File: config.mk
export PLATFORM = sky130hd
export DESIGN_NAME = data_mem_split_flat
export DESIGN_NICKNAME = d
export VERILOG_FILES = /design/src/rtl/data_mem_pkg.sv /design/src/rtl/data_mem_split_if.sv /design/src/rtl/data_mem_align.sv /design/src/rtl/data_mem_split.sv /design/src/flat_wrapper.sv
export SDC_FILE = /design/constraint.sdc
export NUM_CORES = 1
export LEC_CHECK = 0
export CAP_MARGIN = 0
export CORE_MARGIN = 5
export CORE_UTILIZATION = 35
export CTS_BUF_LIST = sky130_fd_sc_hd__clkbuf_4 sky130_fd_sc_hd__clkbuf_8 sky130_fd_sc_hd__clkbuf_16
export DETAILED_ROUTE_END_ITERATION = 10
export MAX_ROUTING_LAYER = met4
export SKIP_LAST_GASP = 1
export SLEW_MARGIN = 20
export SYNTH_ARGS = -nofsm -noshare
export SYNTH_HDL_FRONTEND = slang
export SYNTH_SLANG_ARGS = --single-unit
File: constraint.sdc
create_clock -name clk -period 5.1 [get_ports clk]
set_input_delay 1.02 -clock clk [delete_from_list [all_inputs] [get_ports clk]]
set_output_delay 1.02 -clock clk [all_outputs]
set_load 0.05 [all_outputs]
File: src/rtl/data_mem_pkg.sv
// Shared constants for data_mem_split: access size encodings and FSM states.
package data_mem_pkg;

  localparam logic [1:0] SZ_B = 2'd0;
  localparam logic [1:0] SZ_H = 2'd1;
  localparam logic [1:0] SZ_W = 2'd2;
  localparam logic [1:0] SZ_D = 2'd3;

  typedef enum logic [1:0] {
    IDLE   = 2'd0,
    SECOND = 2'd1,
    RESP   = 2'd2
  } state_e;

endpackage

File: src/rtl/data_mem_split_if.sv
// Request/response bus of data_mem_split. master = requester, slave = memory.
interface data_mem_split_if #(
  parameter int unsigned XLEN   = 64,
  parameter int unsigned ADDR_W = 64
);
  logic              req_valid;
  logic              req_ready;
  logic              req_write;
  logic [1:0]        req_size;
  logic              req_unsigned;
  logic [ADDR_W-1:0] req_addr;
  logic [XLEN-1:0]   req_wdata;
  logic              rsp_valid;
  logic              rsp_ready;
  logic [XLEN-1:0]   rsp_rdata;
  logic              rsp_err;

  modport master (
    output req_valid, req_write, req_size, req_unsigned, req_addr, req_wdata, rsp_ready,
    input  req_ready, rsp_valid, rsp_rdata, rsp_err
  );

  modport slave (
    input  req_valid, req_write, req_size, req_unsigned, req_addr, req_wdata, rsp_ready,
    output req_ready, rsp_valid, rsp_rdata, rsp_err
  );
endinterface

File: src/rtl/data_mem_align.sv
// Byte-lane alignment for data_mem_split. Treats the addressed word and the
// following word as one 2*XLEN window: builds byte enables and shifted store
// data for both words, and merges/shifts/extends load data from both words.
module data_mem_align
  import data_mem_pkg::*;
#(
  parameter int unsigned XLEN = 64
) (
  input  logic [$clog2(XLEN/8)-1:0] off,
  input  logic [1:0]                size,
  input  logic                      is_unsigned,
  input  logic [XLEN-1:0]           wdata,
  input  logic [XLEN-1:0]           rdata_lo,
  input  logic [XLEN-1:0]           rdata_hi,
  output logic [XLEN/8-1:0]         be_lo,
  output logic [XLEN/8-1:0]         be_hi,
  output logic [XLEN-1:0]           wdata_lo,
  output logic [XLEN-1:0]           wdata_hi,
  output logic [XLEN-1:0]           ld_data
);
  localparam int unsigned NB = XLEN / 8;

  logic [NB-1:0]     mask;
  logic [2*NB-1:0]   be_full;
  logic [2*XLEN-1:0] wdata_full;
  logic [2*XLEN-1:0] rdata_full;
  logic [XLEN-1:0]   raw;
  logic              ext_bit;
  int                nbits;

  // Lane masks, store shifting and load merge/extension.
  always_comb begin
    unique case (size)
      SZ_B:    mask = NB'(8'h01);
      SZ_H:    mask = NB'(8'h03);
      SZ_W:    mask = NB'(8'h0F);
      default: mask = NB'(8'hFF);
    endcase
    be_full    = {{NB{1'b0}}, mask} << off;
    wdata_full = {{XLEN{1'b0}}, wdata} << {off, 3'b000};
    rdata_full = {rdata_hi, rdata_lo} >> {off, 3'b000};
    be_lo      = be_full[NB-1:0];
    be_hi      = be_full[2*NB-1:NB];
    wdata_lo   = wdata_full[XLEN-1:0];
    wdata_hi   = wdata_full[2*XLEN-1:XLEN];
    raw        = rdata_full[XLEN-1:0];

    // Oversized accesses are rejected upstream; clamp so indexing stays legal.
    nbits = 8 << size;
    if (nbits > int'(XLEN)) nbits = int'(XLEN);
    ext_bit = 1'b0;
    for (int i = 0; i < int'(XLEN); i++) begin
      if (i == nbits - 1) ext_bit = raw[i] & ~is_unsigned;
    end
    ld_data = raw;
    for (int i = 0; i < int'(XLEN); i++) begin
      if (i >= nbits) ld_data[i] = ext_bit;
    end
  end

endmodule

File: src/rtl/data_mem_split.sv
// Byte-addressable little-endian data memory with a valid/ready request bus.
// Optional macro DATA_MEM_SPLIT_EN: when defined, accesses crossing a word
// boundary take an extra SECOND cycle; when undefined they are rejected.
module data_mem_split
  import data_mem_pkg::*;
#(
  parameter int unsigned XLEN   = 64,
  parameter int unsigned DEPTH  = 8,
  parameter int unsigned ADDR_W = 64
) (
  input logic             clk,
  input logic             reset_n,
  data_mem_split_if.slave bus
);
  localparam int unsigned NB    = XLEN / 8;
  localparam int unsigned OFFW  = $clog2(NB);
  localparam int unsigned IDXW  = (DEPTH > 1) ? $clog2(DEPTH) : 1;
  localparam int unsigned LIMIT = DEPTH * NB;

  logic [XLEN-1:0] mem [DEPTH];
  state_e          state_q, state_d;
  logic [XLEN-1:0] rsp_rdata_q;
  logic            rsp_err_q;

  logic [OFFW-1:0] req_off;
  logic [IDXW-1:0] req_idx;
  logic [ADDR_W:0] end_addr;
  logic            accept, err, crosses, size_err;

  logic [OFFW-1:0] a_off;
  logic [1:0]      a_size;
  logic            a_uns;
  logic [XLEN-1:0] a_wdata, a_lo, a_hi;
  logic [NB-1:0]   be_lo, be_hi;
  logic [XLEN-1:0] wdata_lo, wdata_hi, ld_data;

`ifdef DATA_MEM_SPLIT_EN
  logic            sec_write_q;
  logic [1:0]      sec_size_q;
  logic            sec_uns_q;
  logic [OFFW-1:0] sec_off_q;
  logic [IDXW-1:0] sec_idx_q;
  logic [XLEN-1:0] sec_wdata_q;
  logic [XLEN-1:0] sec_lo_q;
`else
  logic unused_hi;
  assign unused_hi = ^wdata_hi;
`endif

  assign req_off = bus.req_addr[OFFW-1:0];
  assign req_idx = bus.req_addr[OFFW +: IDXW];
  assign accept  = bus.req_valid && (state_q == IDLE);

  // Align inputs come from the live request in IDLE, from the saved one in SECOND.
  always_comb begin
    a_off   = req_off;
    a_size  = bus.req_size;
    a_uns   = bus.req_unsigned;
    a_wdata = bus.req_wdata;
    a_lo    = mem[req_idx];
    a_hi    = '0;
`ifdef DATA_MEM_SPLIT_EN
    if (state_q == SECOND) begin
      a_off   = sec_off_q;
      a_size  = sec_size_q;
      a_uns   = sec_uns_q;
      a_wdata = sec_wdata_q;
      a_lo    = sec_lo_q;
      a_hi    = mem[sec_idx_q];
    end
`endif
  end

  data_mem_align #(.XLEN(XLEN)) u_align (
    .off        (a_off),
    .size       (a_size),
    .is_unsigned(a_uns),
    .wdata      (a_wdata),
    .rdata_lo   (a_lo),
    .rdata_hi   (a_hi),
    .be_lo      (be_lo),
    .be_hi      (be_hi),
    .wdata_lo   (wdata_lo),
    .wdata_hi   (wdata_hi),
    .ld_data    (ld_data)
  );

  // Request checks; the extra address bit catches ADDR_W wrap-around.
  always_comb begin
    end_addr = {1'b0, bus.req_addr} + ((ADDR_W+1)'(1) << bus.req_size) - (ADDR_W+1)'(1);
    crosses  = |be_hi;
    size_err = (32'd1 << bus.req_size) > 32'(NB);
    err      = size_err || end_addr[ADDR_W] || (end_addr >= (ADDR_W+1)'(LIMIT));
`ifndef DATA_MEM_SPLIT_EN
    err      = err || crosses;
`endif
  end

  // Next-state logic.
  always_comb begin
    state_d = state_q;
    unique case (state_q)
      IDLE: begin
        if (bus.req_valid) begin
          state_d = RESP;
`ifdef DATA_MEM_SPLIT_EN
          if (!err && crosses) state_d = SECOND;
`endif
        end
      end
`ifdef DATA_MEM_SPLIT_EN
      SECOND: state_d = RESP;
`endif
      RESP:    if (bus.rsp_ready) state_d = IDLE;
      default: state_d = IDLE;
    endcase
  end

  // Storage and split-access context; intentionally survive reset.
  always_ff @(posedge clk) begin
    if (accept && !err && bus.req_write) begin
      for (int b = 0; b < int'(NB); b++) begin
        if (be_lo[b]) mem[req_idx][8*b +: 8] <= wdata_lo[8*b +: 8];
      end
    end
`ifdef DATA_MEM_SPLIT_EN
    if (accept) begin
      sec_write_q <= bus.req_write;
      sec_size_q  <= bus.req_size;
      sec_uns_q   <= bus.req_unsigned;
      sec_off_q   <= req_off;
      sec_idx_q   <= req_idx + IDXW'(1);
      sec_wdata_q <= bus.req_wdata;
      sec_lo_q    <= mem[req_idx];
    end
    if ((state_q == SECOND) && sec_write_q) begin
      for (int b = 0; b < int'(NB); b++) begin
        if (be_hi[b]) mem[sec_idx_q][8*b +: 8] <= wdata_hi[8*b +: 8];
      end
    end
`endif
  end

  // FSM state and response registers.
  always_ff @(posedge clk or negedge reset_n) begin
    if (!reset_n) begin
      state_q     <= IDLE;
      rsp_rdata_q <= '0;
      rsp_err_q   <= 1'b0;
    end else begin
      state_q <= state_d;
      if (accept) begin
        rsp_err_q   <= err;
        rsp_rdata_q <= (err || bus.req_write || crosses) ? '0 : ld_data;
      end
`ifdef DATA_MEM_SPLIT_EN
      if (state_q == SECOND) begin
        rsp_err_q   <= 1'b0;
        rsp_rdata_q <= sec_write_q ? '0 : ld_data;
      end
`endif
    end
  end

  assign bus.req_ready = (state_q == IDLE);
  assign bus.rsp_valid = (state_q == RESP);
  assign bus.rsp_rdata = rsp_rdata_q;
  assign bus.rsp_err   = rsp_err_q;

endmodule

File: src/flat_wrapper.sv
// flat-port wrapper written by rule: the top's interface ports become plain ports
module data_mem_split_flat import data_mem_pkg::*;
#(
  parameter int unsigned XLEN   = 64,
  parameter int unsigned DEPTH  = 8,
  parameter int unsigned ADDR_W = 64
)
  (clk, reset_n, bus_req_valid, bus_req_write, bus_req_size, bus_req_unsigned, bus_req_addr, bus_req_wdata, bus_rsp_ready, bus_req_ready, bus_rsp_valid, bus_rsp_rdata, bus_rsp_err);
  data_mem_split_if #(.XLEN(XLEN), .ADDR_W(ADDR_W)) bus_i ();
  input logic clk;
  input logic reset_n;
  input wire logic [$bits(bus_i.req_valid)-1:0] bus_req_valid;
  input wire logic [$bits(bus_i.req_write)-1:0] bus_req_write;
  input wire logic [$bits(bus_i.req_size)-1:0] bus_req_size;
  input wire logic [$bits(bus_i.req_unsigned)-1:0] bus_req_unsigned;
  input wire logic [$bits(bus_i.req_addr)-1:0] bus_req_addr;
  input wire logic [$bits(bus_i.req_wdata)-1:0] bus_req_wdata;
  input wire logic [$bits(bus_i.rsp_ready)-1:0] bus_rsp_ready;
  output wire logic [$bits(bus_i.req_ready)-1:0] bus_req_ready;
  output wire logic [$bits(bus_i.rsp_valid)-1:0] bus_rsp_valid;
  output wire logic [$bits(bus_i.rsp_rdata)-1:0] bus_rsp_rdata;
  output wire logic [$bits(bus_i.rsp_err)-1:0] bus_rsp_err;
  assign bus_i.req_valid = bus_req_valid;
  assign bus_i.req_write = bus_req_write;
  assign bus_i.req_size = bus_req_size;
  assign bus_i.req_unsigned = bus_req_unsigned;
  assign bus_i.req_addr = bus_req_addr;
  assign bus_i.req_wdata = bus_req_wdata;
  assign bus_i.rsp_ready = bus_rsp_ready;
  assign bus_req_ready = bus_i.req_ready;
  assign bus_rsp_valid = bus_i.rsp_valid;
  assign bus_rsp_rdata = bus_i.rsp_rdata;
  assign bus_rsp_err = bus_i.rsp_err;
  data_mem_split #(.XLEN(XLEN), .DEPTH(DEPTH), .ADDR_W(ADDR_W)) u_core (.clk(clk), .reset_n(reset_n), .bus(bus_i));
endmodule
==> impl_metrics.py <==
metrics = {
    "status": {
        "outcome": "finished, violations left",
        "violations": "negative setup slack",
    },
    "job": {
        "drv_cap": 0,
    },
    "sta": {
        "tns_ps": -73360,
        "hold_violations": 0,
        "drv_slew": 0,
        "period_minus_slack_ps": 5330,
        "skew_ps": 33.3,
        "finalCritPeriodShare_pct": 104,
        "rsz0062_at_grt": "yes",
        "fmax_mhz": 188,
        "fin_ws_ps": -227,
        "setup_viol": 512,
        "tightest_slew_ps": 1060,
        "max-slew-margin-rel_pct": 29.0,
    },
    "power": {
        "total_power_mw": 12.5,
        "p_sw_mw": 3.54,
        "internal_power_mw": 8.92,
        "power.clock.fraction_pct": 35.7,
        "p_leak_nw": 15.9,
        "seqPwrFrac_pct": 41.6,
        "peakVddDrop_v": 0.000245,
        "switching_share_pct": 28.4,
        "p_comb_share_pct": 22.7,
        "p_per_area_nw_per_um2": 281,
    },
    "clocking": {
        "cts_buffers": 59,
        "tritoncts": "built",
        "clockBufferDepth": 3,
        "cts_hold_buffers": 0,
        "cts_sinks": 578,
        "cts_htree_levels": 2,
        "cts.reportedPaths.clkPinSlew_ps": 70,
        "clock_latency_ps": 640,
        "cts_root_buf": "clkbuf_16",
    },
    "drt": {
        "drt_iter0_markers": 3045,
        "routed_wl_um": 119000,
        "drc": 0,
        "antenna_left": 0,
        "wl_per_cell_um": 25.0,
        "dr.pass1.iters": 6,
        "vias": 27100,
        "drt-vias-per-instance": 5.66,
    },
    "global_route": {
        "grt_max_degree": 71,
        "antenna_found_initial": 2,
        "grt_pass1_wl_um": 174000,
        "gr-usage-all-layers_pct": 24.1,
        "grt-ovfl-total": 0,
        "grt_pass1_vias": 26500,
    },
    "floorplanning": {
        "die_x_um": 313,
        "die_area_um2": 97900,
        "start_util_pct": 35.2,
        "dieHeight_um": 313,
        "fp-row-count": 111,
        "ios": 203,
        "core_area_um2": 91400,
    },
    "worst_setup_path": {
        "cp.arrival_ps": 5680,
        "path_class": "in2reg",
        "critPathMaxFanout": 14,
        "critPathTopFamily": "simple AND/OR/NAND/NOR gates",
        "path_buf_inv": 10,
        "rrSetupSlack_ps": 1130,
        "reg2regPathDepth": 14,
        "worstSetupEndpointType": "register",
        "crit_top_cell": "buf_4",
        "cp_slowest_cell": "or4_4",
        "slowest_delay_ps": 600,
        "crit_path_start_kind": "input pin",
        "cp_cell_sequence": "clkdlybuf4s50_1 > inv_1 > ha_1 > buf_4 > nand4_1 > nor3_2 > nand2_2 > buf_4 > buf_4 > buf_4 > buf_4 > nand4_1 > a31oi_1 > or4_4 > nor4_4 > nand4b_1 > or4_4 > buf_12 > buf_16 > nor4b_4 > buf_6",
        "cp_num_cells": 21,
        "cp.required_ps": 5450,
    },
    "place": {
        "gp_congestion": 0.978,
        "placed_area_um2": 40900,
        "hpwlAfterDp_um": 91000,
        "portBuffers": 202,
    },
    "yosys": {
        "async_reset_ff_share_pct": 11.4,
        "ys_seq_area_share_pct": 53.0,
        "ys_seq_elements": 578,
        "ys_warn_count": 0,
        "synth-edff-count": 512,
        "yosys.area.top_type": "edfxtp_1",
        "netlist_instances": 2808,
        "syn_area_per_cell_um2": 11.4,
        "yosysMostFrequentCell": "edfxtp_1",
        "synth_area_leaders": "edfxtp_1 48%, mux4_2 9.0%, dfrtp_1 5.1%, nand2_1 4.3%, mux2i_1 3.5%",
        "syn-num-nets": 3020,
        "synth_top_area_share_pct": 47.9,
        "syn_area_um2": 32100,
        "synth-main-ff-cell": "edfxtp_1",
        "ys_types": 81,
        "synthTopCellsByCount": "512 x edfxtp_1, 368 x nand2_1, 247 x nor2_1",
    },
    "layout": {
        "area_growth_pct": 37.9,
        "fin_area_um2": 44300,
        "final_util_pct": 48.5,
        "nets": 3754,
        "post_route_cells_drive_above_1_share_pct": 32.5,
    },
    "min_path": {
        "hp-class": "in2async",
    },
}
[per-layer routing]
metal	up-vias	share of wire [%]	global-route usage, %
li1	12200	-	-
met1	13300	41	32.4
met2	1414	46	38.4
met3	184	9.6	4.59
met4	0	2.8	5.67
met5	-	0	-
[through the flow]
stage	setup slack (ps)	hold slack (ps)	instances
after floorplan	-944	724	2808
after global placement	-1380	464	4634
after detailed placement	-1420	469	4634
after CTS	-163	437	4770
after global routing	-321	500	4779
final	-227	446	4780
[worst paths after layout]
| kind | start | endpoint |
|---|---|---|
| setup / recovery | bus_req_addr[44] | u_core.mem[2][28] |
| hold / removal | reset_n | u_core.bus.rsp_rdata[60] |
| setup reg to reg | u_core.state_q[1] | u_core.mem[2][28] |
| hold reg to reg | u_core.bus.rsp_rdata[49] | u_core.bus.rsp_rdata[49] |
| max in group asynchronous | reset_n | u_core.bus.rsp_rdata[5] |
| min in group clk | u_core.bus.rsp_rdata[49] | u_core.bus.rsp_rdata[49] |
[power groups by stage]
stage                     clock network (mW)  logic [mW]  registers, mW
final                                   4.44        2.83           5.19
after global routing                    4.72        2.99           5.18
after CTS                               4.52        2.73           5.19
after detailed placement                   0        2.67           5.29
after global placement                     0        2.67           5.29
after floorplan                            0        1.33           5.29
[cell families after synthesis]
group                      count (synthesis)  share of synthesized area, %
DFF                                      578                          53.0
AOI/OAI and AO/OA                        637                          12.3
adders and majority gates                 76                          2.98
other                                      1                        0.0117
xor gates and xnor gates                  32                         0.872
and+or+nand+nor                          924                          14.0
buffers and inverters                    298                          3.66
muxes                                    262                          13.2
[repair_timing]
item | CTS | global route
resized for setup | 169 | 96
endpoints found under the setup margin | 577 | 575
buffers inserted | 23 | 7
pin swaps | 33 | 36
gates cloned | 3 | 2
[cell usage in the layout, fill, tap and decap left out, drive strengths merged, types with 16 or more instances in the layout]
master / synthesis / routed
dfrtp: 66 / 66
inv: 94 / 96
clkinv: 1 / 25
a22oi: 16 / 16
or3: 16 / 16
clkdlybuf4s50: 0 / 169
a2111o: 16 / 16
mux2: 22 / 22
or4: 20 / 20
nor4b: 49 / 49
a21oi: 169 / 169
edfxtp: 512 / 512
nor4: 25 / 25
xnor2: 17 / 17
o21ai: 222 / 222
and2: 25 / 25
nor3: 27 / 27
ha: 75 / 75
o211ai: 20 / 20
buf: 64 / 681
a31oi: 24 / 24
nand2: 368 / 368
clkbuf: 139 / 70
nand4: 43 / 43
mux2i: 112 / 112
nor2: 247 / 247
mux4: 128 / 128
o22ai: 23 / 23
or4b: 26 / 26
nand3: 27 / 27
[layout make-up]
cell class,instances,area [um^2]
clock buffer,67,1550
fill,8227,47100
clock inverter,44,472
tap,1186,1480
inverter,95,380
multi-input combinational,1932,15700
antenna,2,5.00
sequential,578,17000
timing repair buffer,876,7700
[state kept, by name (all words and copies together), names as in the netlist]
register              count
u_core.bus.rsp_err        1
u_core.mem              512
u_core.state_q            1
u_core.bus.rsp_rdata     64
Power figures use the tool's default switching activity.
